**config.mk**
```make
export PLATFORM = sky130hd
export DESIGN_NAME = alu_result_demux_flat
export DESIGN_NICKNAME = d
export VERILOG_FILES = /design/src/rtl/alu_result_demux_if.sv /design/src/rtl/alu_result_demux.sv /design/src/flat_wrapper.sv
export SDC_FILE = /design/constraint.sdc
export NUM_CORES = 1
export LEC_CHECK = 0
export ABC_AREA = 1
export CORE_MARGIN = 5
export CORE_UTILIZATION = 45
export DETAILED_ROUTE_END_ITERATION = 6
export PLACE_DENSITY_LB_ADDON = 0.15
export SYNTH_ARGS = -nofsm -noshare
export SYNTH_HDL_FRONTEND = slang
export SYNTH_SLANG_ARGS = --single-unit
```
**constraint.sdc**
```tcl
create_clock -name clk -period 4.62 [get_ports clk]
set_input_delay 0.924 -clock clk [delete_from_list [all_inputs] [get_ports clk]]
set_output_delay 0.924 -clock clk [all_outputs]
set_load 0.01 [all_outputs]
```
**src/rtl/alu_result_demux_if.sv**
```systemverilog
// Handshake bundle between the ALU result port and the four result destinations.
// Optional flag outputs exist only when ALU_RESULT_FLAGS_EN is defined.
interface alu_result_demux_if #(
  parameter int DATA_W = 32,
  parameter int CNT_W  = 8
);
  logic              in_valid;
  logic              in_ready;
  logic [1:0]        sel;
  logic [DATA_W-1:0] in_data;
  logic [3:0]        out_valid;
  logic [3:0]        out_ready;
  logic [DATA_W-1:0] out_data_0;
  logic [DATA_W-1:0] out_data_1;
  logic [DATA_W-1:0] out_data_2;
  logic [DATA_W-1:0] out_data_3;
  logic [CNT_W-1:0]  xfer_cnt_0;
  logic [CNT_W-1:0]  xfer_cnt_1;
  logic [CNT_W-1:0]  xfer_cnt_2;
  logic [CNT_W-1:0]  xfer_cnt_3;
`ifdef ALU_RESULT_FLAGS_EN
  logic [3:0]        out_zero;
  logic [3:0]        out_neg;

  modport master (
    output in_valid, sel, in_data, out_ready,
    input  in_ready, out_valid, out_data_0, out_data_1, out_data_2, out_data_3,
    input  xfer_cnt_0, xfer_cnt_1, xfer_cnt_2, xfer_cnt_3, out_zero, out_neg
  );
  modport slave (
    input  in_valid, sel, in_data, out_ready,
    output in_ready, out_valid, out_data_0, out_data_1, out_data_2, out_data_3,
    output xfer_cnt_0, xfer_cnt_1, xfer_cnt_2, xfer_cnt_3, out_zero, out_neg
  );
`else
  modport master (
    output in_valid, sel, in_data, out_ready,
    input  in_ready, out_valid, out_data_0, out_data_1, out_data_2, out_data_3,
    input  xfer_cnt_0, xfer_cnt_1, xfer_cnt_2, xfer_cnt_3
  );
  modport slave (
    input  in_valid, sel, in_data, out_ready,
    output in_ready, out_valid, out_data_0, out_data_1, out_data_2, out_data_3,
    output xfer_cnt_0, xfer_cnt_1, xfer_cnt_2, xfer_cnt_3
  );
`endif
endinterface

```
**src/rtl/alu_result_demux.sv**
```systemverilog
// Registered 1-to-4 ALU result demux with single-entry holding registers per destination.
// Define ALU_RESULT_FLAGS_EN to add per-destination zero/negative flags captured with the data.
module alu_result_demux #(
  parameter int DATA_W = 32,
  parameter int CNT_W  = 8
) (
  input  logic              clk,
  input  logic              reset,
  alu_result_demux_if.slave bus
);
  localparam int N_DEST = 4;

  typedef enum logic {
    EMPTY = 1'b0,
    FULL  = 1'b1
  } dest_state_e;

  dest_state_e       state_q [N_DEST];
  dest_state_e       state_d [N_DEST];
  logic [DATA_W-1:0] data_q  [N_DEST];
  logic [DATA_W-1:0] data_d  [N_DEST];
  logic [CNT_W-1:0]  cnt_q   [N_DEST];
  logic [CNT_W-1:0]  cnt_d   [N_DEST];

  logic [N_DEST-1:0] out_valid;
  logic [N_DEST-1:0] load;
  logic [DATA_W-1:0] store_val;
  logic              in_ready;

  always_comb begin
    for (int d = 0; d < N_DEST; d++) begin
      out_valid[d] = (state_q[d] == FULL);
    end
  end

  // A full destination can still accept when it is draining in the same cycle.
  assign in_ready  = ~out_valid[bus.sel] | bus.out_ready[bus.sel];
  assign store_val = (bus.sel == 2'd2) ? ~bus.in_data : bus.in_data;

  always_comb begin
    // NOTE: every always_comb output gets a default before any branch, so no latch is inferred.
    for (int d = 0; d < N_DEST; d++) begin
      load[d]    = bus.in_valid & in_ready & (bus.sel == 2'(d));
      state_d[d] = state_q[d];
      data_d[d]  = data_q[d];
      cnt_d[d]   = cnt_q[d];
      if (load[d]) begin
        state_d[d] = FULL;
        data_d[d]  = store_val;
        cnt_d[d]   = cnt_q[d] + 1'b1;
      end else if (state_q[d] == FULL && bus.out_ready[d]) begin
        state_d[d] = EMPTY;
      end
    end
  end

  always_ff @(posedge clk) begin
    // NOTE: sequential state uses non-blocking assignments so all flops update from pre-edge values.
    if (reset) begin
      // NOTE: holding registers are reset because their cleared contents are architecturally visible.
      for (int d = 0; d < N_DEST; d++) begin
        state_q[d] <= EMPTY;
        data_q[d]  <= '0;
        cnt_q[d]   <= '0;
      end
    end else begin
      for (int d = 0; d < N_DEST; d++) begin
        state_q[d] <= state_d[d];
        data_q[d]  <= data_d[d];
        cnt_q[d]   <= cnt_d[d];
      end
    end
  end

`ifdef ALU_RESULT_FLAGS_EN
  logic [N_DEST-1:0] zero_q, zero_d;
  logic [N_DEST-1:0] neg_q,  neg_d;

  // Flags describe the value actually stored, i.e. after the destination-2 inversion.
  always_comb begin
    zero_d = zero_q;
    neg_d  = neg_q;
    for (int d = 0; d < N_DEST; d++) begin
      if (load[d]) begin
        zero_d[d] = (store_val == '0);
        neg_d[d]  = store_val[DATA_W-1];
      end
    end
  end

  always_ff @(posedge clk) begin
    if (reset) begin
      zero_q <= '0;
      neg_q  <= '0;
    end else begin
      zero_q <= zero_d;
      neg_q  <= neg_d;
    end
  end

  assign bus.out_zero = zero_q;
  assign bus.out_neg  = neg_q;
`endif

  assign bus.in_ready   = in_ready;
  assign bus.out_valid  = out_valid;
  assign bus.out_data_0 = data_q[0];
  assign bus.out_data_1 = data_q[1];
  assign bus.out_data_2 = data_q[2];
  assign bus.out_data_3 = data_q[3];
  assign bus.xfer_cnt_0 = cnt_q[0];
  assign bus.xfer_cnt_1 = cnt_q[1];
  assign bus.xfer_cnt_2 = cnt_q[2];
  assign bus.xfer_cnt_3 = cnt_q[3];
endmodule

```
**src/flat_wrapper.sv**
```systemverilog
// flat-port wrapper written by rule: the top's interface ports become plain ports
module alu_result_demux_flat 
#(
  parameter int DATA_W = 32,
  parameter int CNT_W  = 8
)
  (clk, reset, bus_in_valid, bus_sel, bus_in_data, bus_out_ready, bus_in_ready, bus_out_valid, bus_out_data_0, bus_out_data_1, bus_out_data_2, bus_out_data_3, bus_xfer_cnt_0, bus_xfer_cnt_1, bus_xfer_cnt_2, bus_xfer_cnt_3);
  alu_result_demux_if #(.DATA_W(DATA_W), .CNT_W(CNT_W)) bus_i ();
  input  logic clk;
  input  logic reset;
  input wire logic [$bits(bus_i.in_valid)-1:0] bus_in_valid;
  input wire logic [$bits(bus_i.sel)-1:0] bus_sel;
  input wire logic [$bits(bus_i.in_data)-1:0] bus_in_data;
  input wire logic [$bits(bus_i.out_ready)-1:0] bus_out_ready;
  output wire logic [$bits(bus_i.in_ready)-1:0] bus_in_ready;
  output wire logic [$bits(bus_i.out_valid)-1:0] bus_out_valid;
  output wire logic [$bits(bus_i.out_data_0)-1:0] bus_out_data_0;
  output wire logic [$bits(bus_i.out_data_1)-1:0] bus_out_data_1;
  output wire logic [$bits(bus_i.out_data_2)-1:0] bus_out_data_2;
  output wire logic [$bits(bus_i.out_data_3)-1:0] bus_out_data_3;
  output wire logic [$bits(bus_i.xfer_cnt_0)-1:0] bus_xfer_cnt_0;
  output wire logic [$bits(bus_i.xfer_cnt_1)-1:0] bus_xfer_cnt_1;
  output wire logic [$bits(bus_i.xfer_cnt_2)-1:0] bus_xfer_cnt_2;
  output wire logic [$bits(bus_i.xfer_cnt_3)-1:0] bus_xfer_cnt_3;
  assign bus_i.in_valid = bus_in_valid;
  assign bus_i.sel = bus_sel;
  assign bus_i.in_data = bus_in_data;
  assign bus_i.out_ready = bus_out_ready;
  assign bus_in_ready = bus_i.in_ready;
  assign bus_out_valid = bus_i.out_valid;
  assign bus_out_data_0 = bus_i.out_data_0;
  assign bus_out_data_1 = bus_i.out_data_1;
  assign bus_out_data_2 = bus_i.out_data_2;
  assign bus_out_data_3 = bus_i.out_data_3;
  assign bus_xfer_cnt_0 = bus_i.xfer_cnt_0;
  assign bus_xfer_cnt_1 = bus_i.xfer_cnt_1;
  assign bus_xfer_cnt_2 = bus_i.xfer_cnt_2;
  assign bus_xfer_cnt_3 = bus_i.xfer_cnt_3;
  alu_result_demux #(.DATA_W(DATA_W), .CNT_W(CNT_W)) u_core (.clk(clk), .reset(reset), .bus(bus_i));
endmodule
```
* Word level (Yosys, flattened, before mapping)
Memories as Yosys holds them, arrays and structs flattened.
Index checks and enable logic that the tools add are counted.
** Storage, ports and cells
- Memories :: 3
- Memory bits (read-only) :: 0
- Latch bits :: 0
- RAM bits :: 164
- Bits in registers :: 0
- Output and inout port bits :: 165
** Cells by class
- Shift-type cells :: 0
- Reduce and logical (&&, ||, !) cells :: 5
- Mux-type cells :: 36
- Eq/ne operators :: 3
- Add/subtract/negate cells :: 4
- Div/mod/pow operators :: 0
- Magnitude comparators :: 1
- Bitwise logic cells :: 20
- $mul :: 0
** Memory list
- u_core.data_q :: depth 4, bits a word 32, read ports 4, clocked after memory_dff 0, wr ports 4, RTL line alu_result_demux.sv:20 : logic [DATA_W-1:0] data_q [N_DEST];
- u_core.cnt_q :: depth 4, bits a word 8, read ports 4, clocked after memory_dff 0, wr ports 4, RTL line alu_result_demux.sv:22 : logic [CNT_W-1:0] cnt_q [N_DEST];
- u_core.state_q :: depth 4, bits a word 1, read ports 4, clocked after memory_dff 0, wr ports 4, RTL line alu_result_demux.sv:18 : dest_state_e state_q [N_DEST];
** Operator list (count)
- $mux 32 :: 9
- $mux 8 :: 8
- $add 8x1->8 const B :: 4
- $not 32->32 :: 1
- $mux 1 :: 17
- $or 1x1->1 :: 13
- $and 1x1->1 :: 5
- $bmux 1 s2 :: 2
- $eq 2x2->1 const B :: 2
- $logic_and 1x1->1 :: 4
- $lt 2x3->1 const B :: 1
- $eq 2x1->1 const B :: 1
- $logic_not 2->1 :: 1
- $not 1->1 :: 1

* Logic depth before layout (Yosys ltp)
- Word-level depth :: 8
- Gate-level depth with buffers :: 12

* Worst setup path before layout
No wires, ideal clock.
- Path kind :: input -> output
- From :: in bus_sel[1]
- To :: out bus_in_ready
- Cell stages on the path :: 7
- Arrival time :: 1746 ps
- Path slack :: 1950 ps
- Path through :: buf_4 nor2_8 nand2_1 nand2_1 nor2_4 nand2_8 buf_2
** Between the ends
- Longest elaborated chain between the ends :: 4
- Elaborated cells between the ends (all ways) :: 6
** RTL lines
- from (decl) :: RTL line flat_wrapper.sv:12 : input wire logic [$bits(bus_i.sel)-1:0] bus_sel;
- $bmux 1 s2 :: RTL line alu_result_demux.sv:37 : assign in_ready = ~out_valid[bus.sel] | bus.out_ready[bus.sel];
- $mux 1 (not written as such) :: RTL line alu_result_demux.sv:37
- $not 1->1 :: RTL line alu_result_demux.sv:37
- $or 1x1->1 (*) :: RTL line alu_result_demux.sv:37
- to (decl) :: RTL line flat_wrapper.sv:15 : output wire logic [$bits(bus_i.in_ready)-1:0] bus_in_ready;
Mark *: on every way between the ends. The rest lies on a longest branch, timed or not. The select of a mux whose other input is x is not followed.

* Worst setup path after layout
- From :: in bus_sel[0]
- To :: out bus_in_ready
Same word-level chain as after synthesis.

==> out/results.ini <==
[timing]
maxSlewHeadroom = 0.384
finalWorstPathRequiredPeriod_ns = 3.85
fin_crit_sh = 0.833
worst_pin_slew_ns = 0.925
drv_slew = 0
hold_viol = 0
fmax_mhz = 260
fin_skew_ns = 0.00581
setup_violations = 0
tns_ns = 0
grt_setup_unrepaired = no

[global_route]
grt_util_all_layers = 0.211
grt_first_pass_wirelength_um = 35200
grt_max_degree = 96
grt_pass1_vias = 6940
antenna_found_initial = 0
grt-ovfl-total = 0

[floorplan]
pin_count = 206
rows = 48
die_x_um = 143
dieArea_sq_um = 20600
die_h_um = 143
start_util = 0.460
core_area_sq_um = 17400

[finish]
layout_common_cells = nand2_1, nor2_1, inv_1, clkdlybuf4s50_1, dfxtp_1
num_antenna_cells = 0
fin_cells = 1673
syn2layout_area_growth_pct = 33.4
fin_nets = 1481
finish.utilization = 0.614
layout_commonest_cell = nand2_1
design_area_sq_um = 10700
nFillCells = 1669
drive_gt1_frac = 0.0421

[critical_path]
crit_arrival_ns = 2.93
path_max_fanout = 35
cp-end-kind = primary output
cp.required_ns = 3.70
start_kind = input port
crit_type = input port to primary output

[power]
peakVddDrop_mv = 0.265
p_leak_uw = 0.00537
powerDensity_nw_per_um2 = 333
total_power_uw = 3570

[synth]
netlist_area_sq_um = 8020
synth_edf_count = 0
async_flop_share = 0
synth-seq-cells = 164
synth.area.top_cells = dfxtp_1, nand2_1, nor2_1
synth.distinct_cells = 22
yosysTopAreaCellShare = 0.410
yosysTopAreaCell = dfxtp_1
yosysWarnings = 0
yosysSeqAreaShare = 0.410
synth-main-ff-cell = dfxtp_1
syn_inst = 1273
syn-num-nets = 1318
avgSynthCellArea_sq_um = 6.30

[route]
drc = 0
totalWireLength_um = 21600
viasPerCell = 4.50
num_vias = 7535
wl_per_cell_um = 12.9
ant_nets = 0
first_pass_iters = 4
dr.first_iter.drc_count = 377

[run]
maxCapViolCount = 0

[clock_network]
root_buffer = clkbuf_16
cts_sinks = 164
ctsResizeCount = 0
clkTransAtPathRegs_ns = 0.06
tritoncts = built
cts-htree-levels = 4
clockBufferDepth = 2
postCtsHoldBufs = 0
cts_setup_buffers = 0
numCtsBuffers = 17
clock_latency_ns = 0.42

[outcome]
status = finished, final reports clean

[placed_design]
port_buffers = 205
gp_congestion = 0.816
post-dp-hpwl_um = 14300
dpl_cell_area_sq_um = 10100
dp.cells = 1642

[min_path]
hold_path_class = flop to flop

[critical path, stage by stage]
cell and delay [ns]:
clkdlybuf4s50_1 0.72, inv_2 0.11, nand2_1 0.08, nand2_1 0.05
nand2_1 0.05, nand2_1 0.13, nand2_8 0.26, clkdlybuf4s50_1 0.59
[final timing paths]
check                         start                   end  slack (ns)  depth (start not counted)
setup / recovery         bus_sel[0]          bus_in_ready        0.77                          8
hold / removal    u_core.state_q[2]     u_core.state_q[2]        0.49                          2
setup reg to reg  u_core.state_q[3]  u_core.data_q[0][79]        2.30                         10
hold reg to reg   u_core.state_q[2]     u_core.state_q[2]        0.49                          2
[cells in the mapped netlist, types with 4 or more instances]
master    count
clkbuf_1     24
nand2_1     368
a21oi_1       5
nand3_4       4
inv_1       239
nand4_1      54
nand3_1      19
buf_4         7
buf_2        34
inv_2        13
ha_1          4
dfxtp_1     164
nor2_1      285
xor2_1       36
o21ai_0       4
[flip-flops by register name (all words and copies together) (netlist names)]
signal,count
u_core.cnt_q,32
u_core.state_q,4
u_core.data_q,128
[where the power goes]
| group | total, uW | switching (uW) | internal, uW |
|---|---|---|---|
| clock network | 1470 | 589 | 879 |
| logic | 561 | 309 | 252 |
| registers | 1540 | 48.4 | 1490 |
[cells by family (layout without fill, tap and decap cells)]
family / count (synthesis) / in the layout / share of synthesized area
AOI/OAI and AO/OA: 9 / 9 / 0.00562
xor gates and xnor gates: 39 / 39 / 0.0426
adders and majority gates: 4 / 4 / 0.00624
buffers and inverters: 320 / 495 / 0.158
DFF: 164 / 164 / 0.410
and+or+nand+nor: 737 / 737 / 0.378
[layout make-up]
cell class                      count  area [sq um]  share of cell area
Sequential cell                   164          3280               0.307
Clock buffer                       19           453              0.0424
Timing Repair Buffer              212          2110               0.197
Tap cell                          225           282              0.0263
Multi-Input combinational cell    789          3460               0.324
Clock inverter                     12           153              0.0143
Inverter                          252           948              0.0887
[per-layer routing]
layer | wire [um] | global-route usage | share of wire
met5 | 0 | 0 | 0
met4 | 294 | 0.0570 | 0.014
met3 | 1500 | 0.0506 | 0.069
met2 | 9970 | 0.350 | 0.46
met1 | 9820 | 0.275 | 0.46
[through the flow]
stage	setup slack [ns]	hold slack, ns
2_1_floorplan	1.95	0.457
3_3_place_gp	0.787	0.481
3_5_place_dp	0.768	0.472
4_1_cts	0.763	0.484
5_1_grt	0.653	0.535
6_report	0.770	0.487
Note: power is estimated with default switching activity, not from simulation.
